**src/rtl/entry_search_bank.sv**
```systemverilog
// ============================================================================
//  Module      : entry_search_bank
//  Description : 32 x 13-bit storage bank with a sequential linear-search
//                engine that drives an external 32:1 mux and reads it back.
//  Revision    : 1.0 - initial release
// ============================================================================
`default_nettype none

module entry_search_bank #(
  parameter int WIDTH = 13,
  parameter int DEPTH = 32,
  parameter int AW    = 5
) (
  input  logic                   clock,
  input  logic                   reset,
  input  logic                   wr_en,
  input  logic [AW-1:0]          wr_addr,
  input  logic [WIDTH-1:0]       wr_data,
  input  logic                   clear,
  output logic [DEPTH*WIDTH-1:0] entries_flat,
  output logic [AW-1:0]          scan_select,
  input  logic [WIDTH-1:0]       scan_data,
  input  logic                   start,
  input  logic [WIDTH-1:0]       key,
  output logic                   busy,
  output logic                   done,
  output logic                   found,
  output logic [AW-1:0]          match_index,
  output logic [AW:0]            valid_count
);

  typedef enum logic [1:0] {
    ST_IDLE = 2'd0,
    ST_SCAN = 2'd1,
    ST_DONE = 2'd2
  } state_t;

  logic [WIDTH-1:0] r_mem [DEPTH];
  logic [DEPTH-1:0] r_valid;
  logic [AW:0]      r_count;
  state_t           r_state;
  logic [AW-1:0]    r_idx;
  logic [WIDTH-1:0] r_key;
  logic             r_found;
  logic [AW-1:0]    r_match;

  logic [DEPTH-1:0] w_wr_mask;
  logic [DEPTH-1:0] w_valid_nxt;
  logic [AW:0]      w_count_nxt;
  logic             w_hit;
  state_t           w_state_nxt;
  logic [AW-1:0]    w_idx_nxt;
  logic [WIDTH-1:0] w_key_nxt;
  logic             w_found_nxt;
  logic [AW-1:0]    w_match_nxt;

  generate
    for (genvar gi = 0; gi < DEPTH; gi++) begin : g_flat
      assign entries_flat[gi*WIDTH +: WIDTH] = r_mem[gi];
    end
  endgenerate

  // clear wins over a same-cycle write: data lands, valid bit does not
  assign w_wr_mask   = wr_en ? (DEPTH'(1) << wr_addr) : '0;
  assign w_valid_nxt = clear ? '0 : (r_valid | w_wr_mask);

  always_comb begin
    w_count_nxt = '0;
    for (int i = 0; i < DEPTH; i++) begin
      w_count_nxt = w_count_nxt + (AW+1)'(w_valid_nxt[i]);
    end
  end

  always_ff @(posedge clock) begin
    if (reset) begin
      for (int i = 0; i < DEPTH; i++) begin
        r_mem[i] <= '0;
      end
      r_valid <= '0;
      r_count <= '0;
    end else begin
      if (wr_en) begin
        r_mem[wr_addr] <= wr_data;
      end
      r_valid <= w_valid_nxt;
      r_count <= w_count_nxt;
    end
  end

  assign w_hit = r_valid[r_idx] && (scan_data == r_key);

  always_ff @(posedge clock) begin
    if (reset) begin
      r_state <= ST_IDLE;
      r_idx   <= '0;
      r_key   <= '0;
      r_found <= 1'b0;
      r_match <= '0;
    end else begin
      r_state <= w_state_nxt;
      r_idx   <= w_idx_nxt;
      r_key   <= w_key_nxt;
      r_found <= w_found_nxt;
      r_match <= w_match_nxt;
    end
  end

  always_comb begin
    w_state_nxt = r_state;
    w_idx_nxt   = r_idx;
    w_key_nxt   = r_key;
    w_found_nxt = r_found;
    w_match_nxt = r_match;
    busy        = 1'b0;
    done        = 1'b0;
    scan_select = '0;
    case (r_state)
      ST_IDLE: begin
        if (start) begin
          w_key_nxt   = key;
          w_idx_nxt   = '0;
          w_state_nxt = ST_SCAN;
        end
      end
      ST_SCAN: begin
        busy        = 1'b1;
        scan_select = r_idx;
        if (w_hit) begin
          w_found_nxt = 1'b1;
          w_match_nxt = r_idx;
          w_state_nxt = ST_DONE;
        end else if (r_idx == AW'(DEPTH - 1)) begin
          w_found_nxt = 1'b0;
          w_match_nxt = '0;
          w_state_nxt = ST_DONE;
        end else begin
          w_idx_nxt = r_idx + 1'b1;
        end
      end
      ST_DONE: begin
        busy        = 1'b1;
        done        = 1'b1;
        w_state_nxt = ST_IDLE;
      end
      default: w_state_nxt = ST_IDLE;
    endcase
  end

  assign found       = r_found;
  assign match_index = r_match;
  assign valid_count = r_count;

endmodule

`default_nettype wire

```
**config.mk**
```make
export PLATFORM = sky130hd
export DESIGN_NAME = entry_search_bank
export DESIGN_NICKNAME = d
export VERILOG_FILES = /design/src/rtl/entry_search_bank.sv
export SDC_FILE = /design/constraint.sdc
export NUM_CORES = 1
export LEC_CHECK = 0
export BUFFER_PORTS_ARGS = -buffer_cell sky130_fd_sc_hd__buf_2
export CAP_MARGIN = 20
export CORE_MARGIN = 2
export CORE_UTILIZATION = 30
export CTS_BUF_LIST = sky130_fd_sc_hd__clkbuf_8 sky130_fd_sc_hd__clkbuf_16
export CTS_CLUSTER_SIZE = 8
export DETAILED_ROUTE_END_ITERATION = 12
export SYNTH_ARGS = -nofsm -noshare
export SYNTH_HDL_FRONTEND = slang
export SYNTH_SLANG_ARGS = --single-unit
export TNS_END_PERCENT = 30
```
**constraint.sdc**
```tcl
create_clock -name clock -period 6.4 [get_ports clock]
set_input_delay 0.64 -clock clock [delete_from_list [all_inputs] [get_ports clock]]
set_output_delay 0.64 -clock clock [all_outputs]
set_load 0.02 [all_outputs]
```
### Word-level counts from Yosys, hierarchy flattened

Memory sizes are Yosys's and may differ from the RTL's.
Cells that the tools add are included.

| cells by class | value |
|---|---|
| multiply operators | 0 |
| bitwise gates (word level) | 1 |
| div/mod/pow operators | 0 |
| shifts and indexed selects | 1 |
| equal/unequal tests | 8 |
| muxes and demuxes | 27 |
| reduce and logical (&&, ||, !) cells | 10 |
| order comparisons | 1 |
| $add $sub $neg | 32 |

Operators with widths:

| cell | number |
|---|---|
| $add A6 B1 Y6 | 26 |
| $mux W32 | 2 |
| $mux W5 | 7 |
| $or A32 B32 Y32 | 1 |
| $shl A1 B5 Y32 const A | 1 |
| $eq A13 B13 Y1 | 1 |
| $mux W13 | 1 |
| $reduce_or A13 Y1 | 1 |
| $mux W1 | 11 |
| $pmux W5 S2 | 1 |
| $add A5 B1 Y6 | 1 |
| $lt A5 B6 Y1 const B | 1 |
| $mux W2 | 3 |
| $ne A2 B2 Y1 const B | 3 |
| $reduce_and A2 Y1 | 3 |
| $add A4 B1 Y5 | 1 |
| $add A5 B1 Y5 const B | 1 |
| $bmux W1 S5 | 1 |
| $eq A5 B5 Y1 const B | 1 |
| $add A3 B1 Y4 | 1 |
| $pmux W2 S2 | 1 |
| $reduce_and A4 Y1 | 1 |
| $reduce_bool A2 Y1 | 2 |
| $add A2 B1 Y3 | 1 |
| other kinds (7) | 7 |

| storage, ports and cells | value |
|---|---|
| memories kept | 1 |
| flip-flop bits (word level) | 64 |
| input bits | 49 |
| memory bits (read-only) | 0 |
| output and inout bits | 435 |
| bits in writable memories | 416 |
| latch bits | 0 |

Memories:

| name | words | bits a word | rd ports | clocked after Yosys merged registers in | write ports | RTL line | text |
|---|---|---|---|---|---|---|---|
| r_mem | 32 | 13 | 32 | 0 | 32 | 38 | `logic [WIDTH-1:0] r_mem [DEPTH];` |

### Depth between registers and ports, before layout

| depth | value |
|---|---|
| depth in word-level cells | 35 |
| mapped depth | 23 |

### Worst setup path before layout

Ideal clock, no wire load.

| path | value |
|---|---|
| kind | input-to-reg |
| from | in wr_addr[4] |
| to | reg r_count[5] (netlist: valid_count[5]) |
| stages on the path | 19 |
| path buffers | 1 |
| data required time | 6.268 ns |
| data arrival time | 5.510 ns |
| path slack | 0.758 ns |
| library setup time | 0.132 ns |
| path through | or3b_2 clkbuf_1 nor2_1 o21bai_1 fa_1 inv_1 fa_1 fa_1 fa_1 fa_1 inv_1 fa_1 inv_1 ha_1 a21o_1 a21oi_1 inv_1 a21oi_1 nor3b_1 |

| on the way | value |
|---|---|
| longest elaborated chain between the ends | 35 |

RTL lines:

| item | RTL line | text |
|---|---|---|
| from (decl) | 17 | `input logic [AW-1:0] wr_addr,` |
| $shl A1 B5 Y32 * | 64 | `assign w_wr_mask = wr_en ? (DEPTH'(1) << wr_addr) : '0;` |
| $mux W32 * | 64 |  |
| $or A32 B32 Y32 * | 65 | `assign w_valid_nxt = clear ? '0 : (r_valid \| w_wr_mask);` |
| $mux W32 * | 65 |  |
| $add A1 B1 Y2 | 70 | `w_count_nxt = w_count_nxt + (AW+1)'(w_valid_nxt[i]);` |
| $add A2 B1 Y3 | 70 |  |
| $add A3 B1 Y4 | 70 |  |
| $add A4 B1 Y5 | 70 |  |
| $add A5 B1 Y6 | 70 |  |
| $add A6 B1 Y6 (25 in series) | 70 |  |
| $add A6 B1 Y6 * | 70 |  |
| to (signal assigned) | 86 | `r_count <= w_count_nxt;` |
| to (decl) | 40 | `logic [AW:0] r_count;` |

Mark *: on every way between the ends. The rest lies on a longest branch, timed or not.
A chain may end at the register's enable or synchronous reset.

### Final worst setup path

| path | value |
|---|---|
| from | in wr_en |
| to | reg r_count[5] (netlist: valid_count[5]) |

| on the way | value |
|---|---|
| longest elaborated chain between the ends | 34 |

RTL lines:

| item | RTL line | text |
|---|---|---|
| from (decl) | 16 | `input logic wr_en,` |
| $mux W32 * | 64 |  |
| $or A32 B32 Y32 * | 65 |  |
| $mux W32 * | 65 |  |
| $add A1 B1 Y2 | 70 |  |
| $add A2 B1 Y3 | 70 |  |
| $add A3 B1 Y4 | 70 |  |
| $add A4 B1 Y5 | 70 |  |
| $add A5 B1 Y6 | 70 |  |
| $add A6 B1 Y6 (25 in series) | 70 |  |
| $add A6 B1 Y6 * | 70 |  |

Marks and branches as above.

==> key figures <==
Finish
  • Most frequent cells in the layout: buf_2 (483), and2_1 (419), edfxtp_1 (416)
  • Finished Core Util: 38.62%
  • Layout area overhead: 27.21%
  • Layout cells sized above 1: 31.71%
  • Final Instance Area: 24900 sq um
  • Most common cell after layout, fill and taps aside: buf_2
  • Final nets: 2003

Synth
  • Asr flop ratio synth: 0%
  • Post-synth top flop: edfxtp_1
  • FF+latch count, synth: 480
  • Ys Warns: 0
  • EDFF count, synth: 416
  • Mapped Avg Cell Area: 13.65 sq um
  • Synth Instances: 1434
  • Synthesized Nets: 1519
  • Mapped Area: 19570 sq um
  • Post-synthesis sequential area ratio: 70.37%
  • Post-synth cell types: 47

Setup path
  • Crit-path max cell delay: 600 ps
  • Worst EP required: 6840 ps
  • Crit-path cells: buf_2, nor2b_1, nand2_1, buf_4, nor2_1, o21bai_1, fa_1, inv_1, fa_1, fa_1, fa_1, fa_1, inv_1, fa_1, inv_1, ha_1, a21o_1, a21oi_1, inv_1, a21oi_1, nor3b_1
  • Type of origin of the critical path: input port
  • CP top delay family: adder cells
  • Worst R2R Path Depth: 18
  • Buffers & Inverters on Critical Path: 6
  • Worst R2R End: valid_count[5]
  • Critical path class: input port to flip-flop
  • Crit. End Element: flip-flop
  • R2R setup slack: 1430 ps
  • Origin of the critical flop-to-flop path: r_valid[17]
  • Most Frequent Cell on Critical Path: fa_1
  • CP max stage cell: fa_1
  • CP arrival: 5880 ps
  • Max Fanout on Critical Path: 7

Timing
  • Clock Skew: 16.94 ps
  • Max_slew headroom: 24.30%
  • Setup repair after global routing missed its margin: false
  • Final setup TNS: 0 ps
  • Min Tclk post-route: 5446 ps
  • Period Utilization, post-route: 85.09%
  • Max Clock Freq: 183.6 MHz
  • Fin. max-slew vios: 0
  • Actual slew at the worst max-slew pin: 1136 ps
  • Setup-failing EPs final: 0
  • Final hold vios: 0

GRT
  • Initial antenna violation count: 12
  • Largest net degree at the start of global routing: 65
  • GR Util All Layers: 18.33%
  • First-pass GRT wire length: 88560 microns
  • Total global routing overflow: 0
  • Met1 GRT Util: 23.18%
  • Met3 Track Usage GR: 4.530%
  • GRT met2 Usage: 30.01%
  • Vias in the first global route: 12680
  • Gr busiest metal: met2

Detailed routing
  • Via count: 12840
  • Antenna-violating nets left: 0
  • Vias per cell: 4.564
  • DRC viols: 0
  • Initial DRT Pass Iterations: 5
  • Detailed Route WL: 62970 microns
  • WL/cell: 22.38 microns
  • First DRT Iteration DRCs: 1133

Clock tree
  • H-Tree Level Count: 3
  • Post-CTS setup buffer count: 0
  • Clock Latency Late Sink: 600 ps
  • Clock sink count: 480
  • Inserted Clock Buffers: 71
  • Hold_buf cts: 0
  • Post-cts sizing count: 0
  • CTS Root Cell: clkbuf_16
  • Max Root-Sink Buffers: 3
  • Clk slew on worst S/H paths: 50 ps
  • CTS tree: built

Floorplanning
  • Core Area: 64460 sq um
  • Initial core utilization: 30.36%
  • DIE HEIGHT: 259.4 microns
  • Chip width: 259.4 microns
  • Number of I/O pins: 484
  • Site Rows: 93
  • Die footprint: 67300 sq um

Min path
  • Hold WC Path Type: input port to flip-flop
  • Hold path start: key[10]
  • Hold EP: r_key[10]
  • Hold Path Stages: 3

Placed design
  • Post-DP Area: 22900 sq um
  • DP HPWL: 42260 microns
  • GPL Wtd Cong: 0.8269
  • Port Buffer Count: 483

Power and ir drop
  • Maximum vdd drop: 134.8 uV
  • Total power: 7623 uW
  • Total power per unit cell area: 306.2 nW/um^2
  • P_leak: 0.01008 uW

Flow run
  • Max-cap violation count: 0

Status
  • Status: finished clean
## cells in the mapped netlist, types with 4 or more instances
cell	instances	area (sq um)
a21oi_1	23	115.1
and2_1	419	2621
clkbuf_1	106	397.9
dfxtp_1	64	1281
edfxtp_1	416	12490
fa_1	24	480.5
ha_1	12	150.1
inv_1	32	120.1
mux2i_1	12	120.1
nand2_1	35	131.4
nand3_1	16	80.08
nand3b_1	4	30.03
nor2_1	125	469.2
nor2b_1	8	50.05
nor3_1	22	110.1
o21ai_0	39	195.2
o21bai_1	12	90.09
xnor2_1	8	70.07
xor2_1	8	70.07
## worst register-to-register path, cell delays in order, from the launching register on
cell	delay [ps]
dfxtp_1	310
nor2_1	150
nor2_1	80
fa_1	560
inv_1	50
fa_1	510
inv_1	60
fa_1	400
fa_1	520
fa_1	500
inv_1	60
fa_1	600
inv_1	60
ha_1	280
a21o_1	150
a21oi_1	230
inv_1	80
a21oi_1	150
nor3b_1	70
## where the power goes
part	total, uW	internal [uW]	switching, uW
Combinational	663	165	498
Clock	3350	1990	1350
Sequential	3610	3560	52.9
## cell families after synthesis
| kind of cell | count (synthesis) | synth area share (%) |
|---|---|---|
| xor gates and xnor gates | 16 | 0.7160 |
| muxes | 17 | 1.247 |
| and+or+nand+nor | 647 | 18.50 |
| buffers and inverters | 147 | 3.094 |
| adders and majority gates | 36 | 3.222 |
| AOI/OAI and AO/OA | 91 | 2.845 |
| DFF | 480 | 70.37 |
## flip-flops by register name, indices dropped and copies added, names as in the netlist
register	flops
r_idx	5
r_state	2
found	1
r_key	13
match_index	5
r_valid	32
valid_count	6
r_mem	416
## stage by stage
| stage | setup WS [ps] | hold slack [ps] | cells |
|---|---|---|---|
| 2_1_floorplan | 758.0 | 448.1 | 1434 |
| 3_3_place_gp | 463.2 | 454.7 | 2696 |
| 3_5_place_dp | 387.3 | 463.0 | 2698 |
| 4_1_cts | 990.0 | 251.9 | 2808 |
| 5_1_grt | 722.0 | 285.8 | 2811 |
| 6_report | 954.3 | 282.9 | 2814 |
## final cells by class
type	instances	area (sq um)
Antenna cell	4	10.01
Sequential cell	480	13770
Fill cell	6186	39570
Tap cell	855	1070
Clock inverter	38	181.4
Multi-Input combinational cell	807	5207
Inverter	32	120.1
Timing Repair Buffer	526	2744
Clock buffer	72	1790
## worst max-delay path by stage
| stage | start | endpoint | slack (ps) | cells past startpoint |
|---|---|---|---|---|
| 6_report | wr_en | valid_count[5] | 950 | 21 |
| 3_3_place_gp | wr_addr[3] | valid_count[4] | 460 | 23 |
| 3_5_place_dp | wr_addr[3] | valid_count[4] | 390 | 23 |
| 4_1_cts | wr_addr[3] | valid_count[4] | 990 | 23 |
| 5_1_grt | wr_en | valid_count[5] | 720 | 21 |
| 2_1_floorplan | wr_addr[4] | valid_count[5] | 760 | 19 |
## per-layer routing
metal  wire length, microns  vias to the layer above
met5                     47                        -
met3                   4861                      123
met4                   2190                        8
met1                  26240                     6286
met2                  29630                      582
li1                       -                     5845
Power figures use the tool's default switching activity.
